File: config.mk
export PLATFORM = sky130hd
export DESIGN_NAME = multi_byte_adder_seq
export DESIGN_NICKNAME = d
export VERILOG_FILES = /design/src/rtl/adder_pkg.sv /design/src/rtl/multi_byte_adder_seq.sv
export SDC_FILE = /design/constraint.sdc
export NUM_CORES = 1
export LEC_CHECK = 0
export ABC_AREA = 0
export CAP_MARGIN = 20
export CORE_ASPECT_RATIO = 0.9
export CORE_MARGIN = 10
export CORE_UTILIZATION = 25
export DETAILED_ROUTE_END_ITERATION = 8
export PLACE_DENSITY_LB_ADDON = 0.05
export SLEW_MARGIN = 20
export SYNTH_ARGS = -nofsm -noshare
export SYNTH_HDL_FRONTEND = slang
export SYNTH_SLANG_ARGS = --single-unit
File: constraint.sdc
create_clock -name clk -period 5.35 [get_ports clk]
set_input_delay 0.8025 -clock clk [delete_from_list [all_inputs] [get_ports clk]]
set_output_delay 0.8025 -clock clk [all_outputs]
set_load 0.01 [all_outputs]
File: src/rtl/adder_pkg.sv
// Shared definitions for the multi-byte add/subtract sequencer.
package adder_pkg;

   typedef enum logic [1:0] {
      IDLE = 2'd0,
      ADD  = 2'd1,
      DONE = 2'd2
   } state_t;

   localparam int unsigned BYTE_W     = 8;
   localparam int unsigned NBYTES_DEF = 4;

endpackage

File: src/rtl/multi_byte_adder_seq.sv
// Sequences a W-bit add/subtract through an external 8-bit adder, one byte
// per clock, LSB first, and collects the sum with carry-out and overflow.
module multi_byte_adder_seq
   import adder_pkg::*;
#(
   parameter int unsigned NBYTES = NBYTES_DEF
) (
   input  logic                       clk,
   input  logic                       rst,
   input  logic                       start,
   input  logic                       sub,
   input  logic [BYTE_W*NBYTES-1:0]   op_a,
   input  logic [BYTE_W*NBYTES-1:0]   op_b,
   output logic                       busy,
   output logic                       done,
   output logic [BYTE_W*NBYTES-1:0]   result,
   output logic                       cout,
   output logic                       ovf,
   output logic [BYTE_W-1:0]          adder_i0,
   output logic [BYTE_W-1:0]          adder_i1,
   output logic                       adder_cin,
   input  logic [BYTE_W-1:0]          adder_sum,
   input  logic                       adder_carry,
   input  logic                       adder_last_carry
);

   localparam int unsigned W    = BYTE_W * NBYTES;
   localparam int unsigned IDXW = (NBYTES > 1) ? $clog2(NBYTES) : 1;

   state_t            r_state;
   state_t            w_state_nxt;
   logic [W-1:0]      r_a;
   logic [W-1:0]      r_b;
   logic              r_sub;
   logic [IDXW-1:0]   r_idx;
   logic              r_carry;
   logic [W-1:0]      r_result;
   logic              r_cout;
   logic              r_ovf;
   logic              w_accept;
   logic              w_last_byte;

   assign w_last_byte = (r_idx == IDXW'(NBYTES - 1));

   // State register
   always_ff @(posedge clk or posedge rst) begin
      if (rst) begin
         r_state <= IDLE;
      end else begin
         r_state <= w_state_nxt;
      end
   end

   // Next-state decode and status outputs
   always_comb begin
      w_state_nxt = r_state;
      busy        = 1'b0;
      done        = 1'b0;
      w_accept    = 1'b0;
      case (r_state)
         IDLE, DONE: begin
            done = (r_state == DONE);
            if (start) begin
               w_accept    = 1'b1;
               w_state_nxt = ADD;
            end else begin
               w_state_nxt = IDLE;
            end
         end
         ADD: begin
            busy = 1'b1;
            if (w_last_byte) begin
               w_state_nxt = DONE;
            end
         end
         default: w_state_nxt = IDLE;
      endcase
   end

   // Adder operand drive: current byte while adding, zero otherwise
   always_comb begin
      adder_i0  = '0;
      adder_i1  = '0;
      adder_cin = 1'b0;
      if (r_state == ADD) begin
         for (int unsigned i = 0; i < NBYTES; i++) begin
            if (r_idx == IDXW'(i)) begin
               adder_i0 = r_a[i*BYTE_W +: BYTE_W];
               adder_i1 = r_sub ? ~r_b[i*BYTE_W +: BYTE_W] : r_b[i*BYTE_W +: BYTE_W];
            end
         end
         adder_cin = r_carry;
      end
   end

   // Operand latch and per-byte result collection
   always_ff @(posedge clk or posedge rst) begin
      if (rst) begin
         r_a      <= '0;
         r_b      <= '0;
         r_sub    <= 1'b0;
         r_idx    <= '0;
         r_carry  <= 1'b0;
         r_result <= '0;
         r_cout   <= 1'b0;
         r_ovf    <= 1'b0;
      end else if (w_accept) begin
         r_a      <= op_a;
         r_b      <= op_b;
         r_sub    <= sub;
         r_idx    <= '0;
         r_carry  <= sub;
         r_result <= '0;
         r_cout   <= 1'b0;
         r_ovf    <= 1'b0;
      end else if (r_state == ADD) begin
         for (int unsigned i = 0; i < NBYTES; i++) begin
            if (r_idx == IDXW'(i)) begin
               r_result[i*BYTE_W +: BYTE_W] <= adder_sum;
            end
         end
         r_carry <= adder_carry;
         r_idx   <= r_idx + 1'b1;
         if (w_last_byte) begin
            r_cout <= adder_carry;
            r_ovf  <= adder_carry ^ adder_last_carry;
         end
      end
   end

   assign result = r_result;
   assign cout   = r_cout;
   assign ovf    = r_ovf;

endmodule

==> metrics.md, run 1 <==
| Metric | Value |
|---|---|
| Status | completed |
| Reg-to-Reg Start | r_idx[1] |
| Place WS | 1.84 ns |
| Post-synth EDFFs | 0 |
| Critical-path top delay cell | inv_2 |
| Post-CTS setup buffers | 0 |
| Met2 Use GR | 0.202 |
| Syn Area/Cell | 8.54 µm² |
| Post-synthesis cell type count | 25 |
| Crit share post-route | 0.721 |
| RR Endpoint | result[9] |
| Met1 GRT Util | 0.167 |
| First-pass GRT wire length | 26,400 µm |
| Hold Buf Count CTS | 0 |
| Share of post-route cells with drive strength above 1 | 0.0417 |
| Initial Utilization | 0.253 |
| CP Cell Sequence | nand2b_1, inv_2, o221ai_1, a21oi_1, clkdlybuf4s50_1 |
| R2r worst-path depth | 5 |
| Total power per unit cell area | 622 nW/µm² |
| Max Cap Viol | 0 |
| Busiest layer in global routing | met2 |
| Async SR Flop Fraction | 1.00 |
| Grt total ovfl | 0 |
| Setup Total Neg Slack | 0 ns |
| FF+latch count, synth | 104 |
| Final Setup Violations | 0 |
| Clock root cell | clkbuf_16 |
| CTS tree | yes |
| Critical path buffer and inverter count | 2 |
| DRC errors left | 0 |
| GPL Wtd Cong | 0.776 |
| Number of I/O port buffers | 130 |
| Num CTS Buffers | 9 |
| Routed len/inst | 17.5 µm |
| Worst min-delay path class | register to register |
| Post-synth top cells | nand2_1 (222), dfrtp_1 (104), a21oi_1 (64) |
| GRT Util Overall | 0.127 |
| Unrepaired setup endpoints after global routing | no |
| H-Tree Depth | 3 |
| Synth area leader | dfrtp_1 |
| Clk buf depth | 2 |
| CP Launch Type | register |
| Core area | 19,900 µm² |
| Least-Margin Pin Slew | 0.946 ns |
| Top_reg_cell synth | dfrtp_1 |
| Hold Crit Start | r_a[6] |
| Inserted Diodes | 0 |
| Lkg Pwr | 0.00302 µW |
| Rel. slew slack | 0.369 |
| Nature of the critical path endpoint | primary output |
| Router iterations before antenna repair | 5 |
| Die W | 170 µm |
| Clk pin slew, worst setup/hold paths | 0.07 ns |
| GR Util met3 | 0.0398 |
| Crit path max fanout | 46 |
| Synth Cell Area | 5030 µm² |
| FF-to-FF setup slack | 3.14 ns |
| Fin Clk Skew | 0.00369 ns |
| Cells after synthesis | 589 |
| Slew Viols, Final | 0 |
| Peak supply drop | 419 µV |
| Ys Warns | 0 |
| Hold worst-path end | r_a[6] |
| Clock Sinks | 104 |
| WP data required | 4.55 ns |
| Top cells by area, synth | dfrtp_1 (52%), nand2_1 (17%), a21oi_1 (6.4%) |
| Num ports | 131 |
| Largest net degree at the start of global routing | 70 |
| Final HPWL DP | 11,800 µm |
| Worst setup margin | 1.49 ns |
| Clock latency at the later pin of the worst-skew pair | 0.35 ns |
| Hold Vio Cnt, Final | 0 |
| Final net count | 773 |
| Via count | 4,325 |
| Vias in the first global route | 4,539 |
| Achievable Freq | 0.259 GHz |
| Top-count cell post-synth | nand2_1 |
| Min-Delay Path Depth | 2 |
| Final min period | 3.86 ns |
| WS Path Type | register to primary output |
| Vias/cell | 4.55 |
| CP peak stage delay | 0.70 ns |
| Die Height | 155 µm |
| Die area | 26,200 µm² |
| Critical Path AT | 3.06 ns |
| Top-area cell type share of the netlist area | 0.517 |
| Post-cts sizing count | 0 |
| Area delta synth->final | 36.0% |
| Crit-path leading delay family | buffers and inverters |
| Antenna viol nets, final | 0 |
| Std-Cell Rows | 49 |
| Initial antenna violation count | 0 |
| Routed WL | 16,600 µm |
| Register area share after synthesis | 0.517 |
| Initial DRC count | 281 |
| Post-Syn Nets | 672 |
through the flow:
step,hold slack (ns),utilization,area [µm²],cells,total power (µW)
after floorplan,0.446,-,5030,589,2640
after global placement,0.467,0.327,6500,934,3540
final,0.481,0.344,6840,950,4260
after detailed placement,0.467,0.327,6500,934,3560
after global routing,0.498,0.344,6840,950,4620
after CTS,0.486,0.344,6840,950,4340
cell usage in the layout, fill, tap and decap left out, drive strengths merged, types with 11 or more instances in the layout:
cell type / instances
a21oi: 65
clkbuf: 12
clkdlybuf4s50: 130
dfrtp: 104
inv: 14
nand2: 222
nand2b: 11
nand3: 37
nand3b: 20
o21ai: 11
xor2: 16
area by class of cell:
| class | count | area, µm² |
|---|---|---|
| fillers | 2097 | 13000 |
| flip-flops and latches | 104 | 2600 |
| multi-input cells | 425 | 2180 |
| repair buffers | 136 | 1350 |
| well taps | 255 | 319 |
| clock buffers | 12 | 267 |
| clock inverters | 4 | 75.1 |
| inverters | 14 | 55.1 |
where the power goes:
group,internal [µW],switching (µW)
clock network,449,306
registers,1160,234
logic,949,1160
total,2560,1700
cell families after synthesis:
family          synth area share
buf+inv                   0.0527
compound gates             0.124
flops                      0.517
fa+ha+maj                 0.0124
simple gates               0.264
xor+xnor                  0.0296
sequential cells by signal, summed over array words and instances, names as in the netlist:
| register | flops |
|---|---|
| r_state | 2 |
| r_idx | 2 |
| r_sub | 1 |
| r_a | 32 |
| r_carry | 1 |
| ovf | 1 |
| cout | 1 |
| r_b | 32 |
| result | 32 |
worst max path at each step:
stage	startpoint	end	slack, ns	cells past startpoint
6_report	r_state[0]	adder_i1[1]	1.49	5
3_5_place_dp	r_idx[0]	adder_i1[1]	1.84	6
2_1_floorplan	rst	cout	1.82	1
4_1_cts	r_idx[0]	adder_i1[1]	1.45	6
3_3_place_gp	r_idx[0]	adder_i1[7]	1.95	6
5_1_grt	r_state[0]	adder_i1[1]	1.24	5
metal layers:
metal / up-vias / part of all wire / wire length [µm]
met3: 14 / 0.068 / 1130
met1: 2053 / 0.46 / 7560
met4: 0 / 0.0084 / 140
met5: - / 0 / 0
li1: 2143 / - / -
met2: 115 / 0.47 / 7740
worst reg2reg max path: cells and delay by family, from the launching register on:
kind	cells	cell delay [ns]
compound gates	1	0.08
simple gates	2	0.63
flops	1	0.41
buf+inv	1	0.13
fa+ha+maj	1	0.83
No activity file was read; power rests on OpenSTA's default activity.
==> run 2, diff against run 1 <==
- clock period: 5.35 -> 4 ns (I/O delays scaled with it)
==> run 2 against run 1 <==
Compared with the run above: die area unchanged; setup slack got worse by 1.1 ns; utilization is the same; sequential share of layout area stayed put; global-route usage hardly changed; non-clock buffer count rose by 5; critical endpoint is now adder_i0[7]; largest power group unchanged.
==> metrics.md, run 2 (same netlist as run 1, synthesis figures left out) <==
| Metric | Value |
|---|---|
| Status | completed |
| GRT Util Overall | 0.127 |
| Antenna viol nets, final | 0 |
| Num ports | 131 |
| Final instance area | 6840 µm² |
| Post-cts sizing count | 0 |
| Nature of the critical path endpoint | primary output |
| Die W | 170 µm |
| Lkg Pwr | 0.00303 µW |
| CTS tree | yes |
| Crit path from | r_idx[1] |
| Hold Crit Start | r_a[1] |
| Peak supply drop | 505 µV |
| Hold Vio Cnt, Final | 0 |
| Commonest cells after routing, fill and taps aside | nand2_1 (222), clkdlybuf4s50_1 (130), dfrtp_1 (104) |
| Die Height | 155 µm |
| Reg area | 2600 µm² |
| Crit share post-route | 0.909 |
| DP Area | 6530 µm² |
| Post-CTS setup buffers | 0 |
| Final net count | 778 |
| Largest net degree at the start of global routing | 73 |
| WP data required | 3.40 ns |
| Clock Sinks | 104 |
| Final hold slack | 0.476 ns |
| H-Tree Depth | 3 |
| Grt total ovfl | 0 |
| Final min period | 3.64 ns |
| Clk buf depth | 2 |
| Final HPWL DP | 11,900 µm |
| Reg-to-Reg Start | r_idx[1] |
| Core area | 19,900 µm² |
| DRC errors left | 0 |
| Initial antenna violation count | 0 |
| Via count | 4,376 |
| Worst min-delay path class | register to register |
| Hold Buf Count CTS | 0 |
| Crit path max fanout | 57 |
| Max Cap Viol | 0 |
| GPL Wtd Cong | 0.811 |
| WS Path Type | register to primary output |
| Dpl cells | 938 |
| Routed len/inst | 17.6 µm |
| Final Setup Violations | 0 |
| Clock root cell | clkbuf_16 |
| Inserted Diodes | 0 |
| Initial Utilization | 0.253 |
| Multi-input gate area | 2180 µm² |
| Fillers | 2,086 |
| Least-Margin Pin Slew | 0.985 ns |
| Vias/cell | 4.58 |
| Setup Total Neg Slack | 0 ns |
| First-pass GRT wire length | 26,700 µm |
| Number of I/O port buffers | 130 |
| Router iterations before antenna repair | 6 |
| Unrepaired setup endpoints after global routing | no |
| Achievable Freq | 0.275 GHz |
| Routed WL | 16,800 µm |
| Final Core Density | 0.344 |
| Most common cell after layout, fill and taps aside | nand2_1 |
| Clock latency at the later pin of the worst-skew pair | 0.35 ns |
| Area delta synth->final | 36.0% |
| Rel. slew slack | 0.344 |
| Clk pin slew, worst setup/hold paths | 0.07 ns |
| Cell Count, Final, Fillers Out | 955 |
| Std-Cell Rows | 49 |
| Share of post-route cells with drive strength above 1 | 0.0486 |
| Fin Clk Skew | 0.00823 ns |
| Initial DRC count | 213 |
| Critical Path AT | 3.04 ns |
| Die area | 26,200 µm² |
| Vias in the first global route | 4,597 |
| CP Launch Type | register |
| Total power per unit cell area | 819 nW/µm² |
| Slew Viols, Final | 0 |
| Num CTS Buffers | 9 |
## run 2: worst max-delay path: stages, from the launching register on
cell             delay, ns
dfrtp_1               0.41
inv_1                 0.14
ha_2                  0.86
a21oi_1               0.18
a221o_1               0.38
a21oi_1               0.16
clkdlybuf4s50_1       0.56
## run 2: area by class of cell
type,count,share of cell area
Sequential cell,104,0.380
Multi-Input combinational cell,425,0.318
Timing Repair Buffer,141,0.204
Tap cell,255,0.0466
Clock buffer,11,0.0369
Inverter,14,0.00805
Clock inverter,5,0.00567
## run 2: per-stage QoR
step,total power [µW],setup WS (ns)
after floorplan,3530,0.668
after global placement,4760,0.781
after detailed placement,4780,0.673
after CTS,5700,0.264
after global routing,6080,0.0799
final,5600,0.363
## run 2: path summary, 6_finish.rpt
path	end	slack, ns	depth (start not counted)
worst max-delay path	adder_i0[7]	0.36	6
worst min-delay path	r_a[1]	0.48	2
worst max register to register	result[8]	1.73	5
worst min register to register	r_a[1]	0.48	2
max in group asynchronous	r_a[14]	2.49	4
min in group asynchronous	r_b[27]	0.63	2
## run 2: power by group
part | total (µW) | internal (µW) | switching [µW]
Sequential | 1900 | 1550 | 348
Combinational | 2820 | 1290 | 1530
Clock | 887 | 462 | 425
Total | 5600 | 3300 | 2300
## run 2: metal layers
layer,track usage,share of wire,vias up
met2,0.202,0.47,108
met4,0.0205,0.0073,0
met5,0,0,-
li1,-,-,2155
met1,0.166,0.46,2104
met3,0.0416,0.061,9
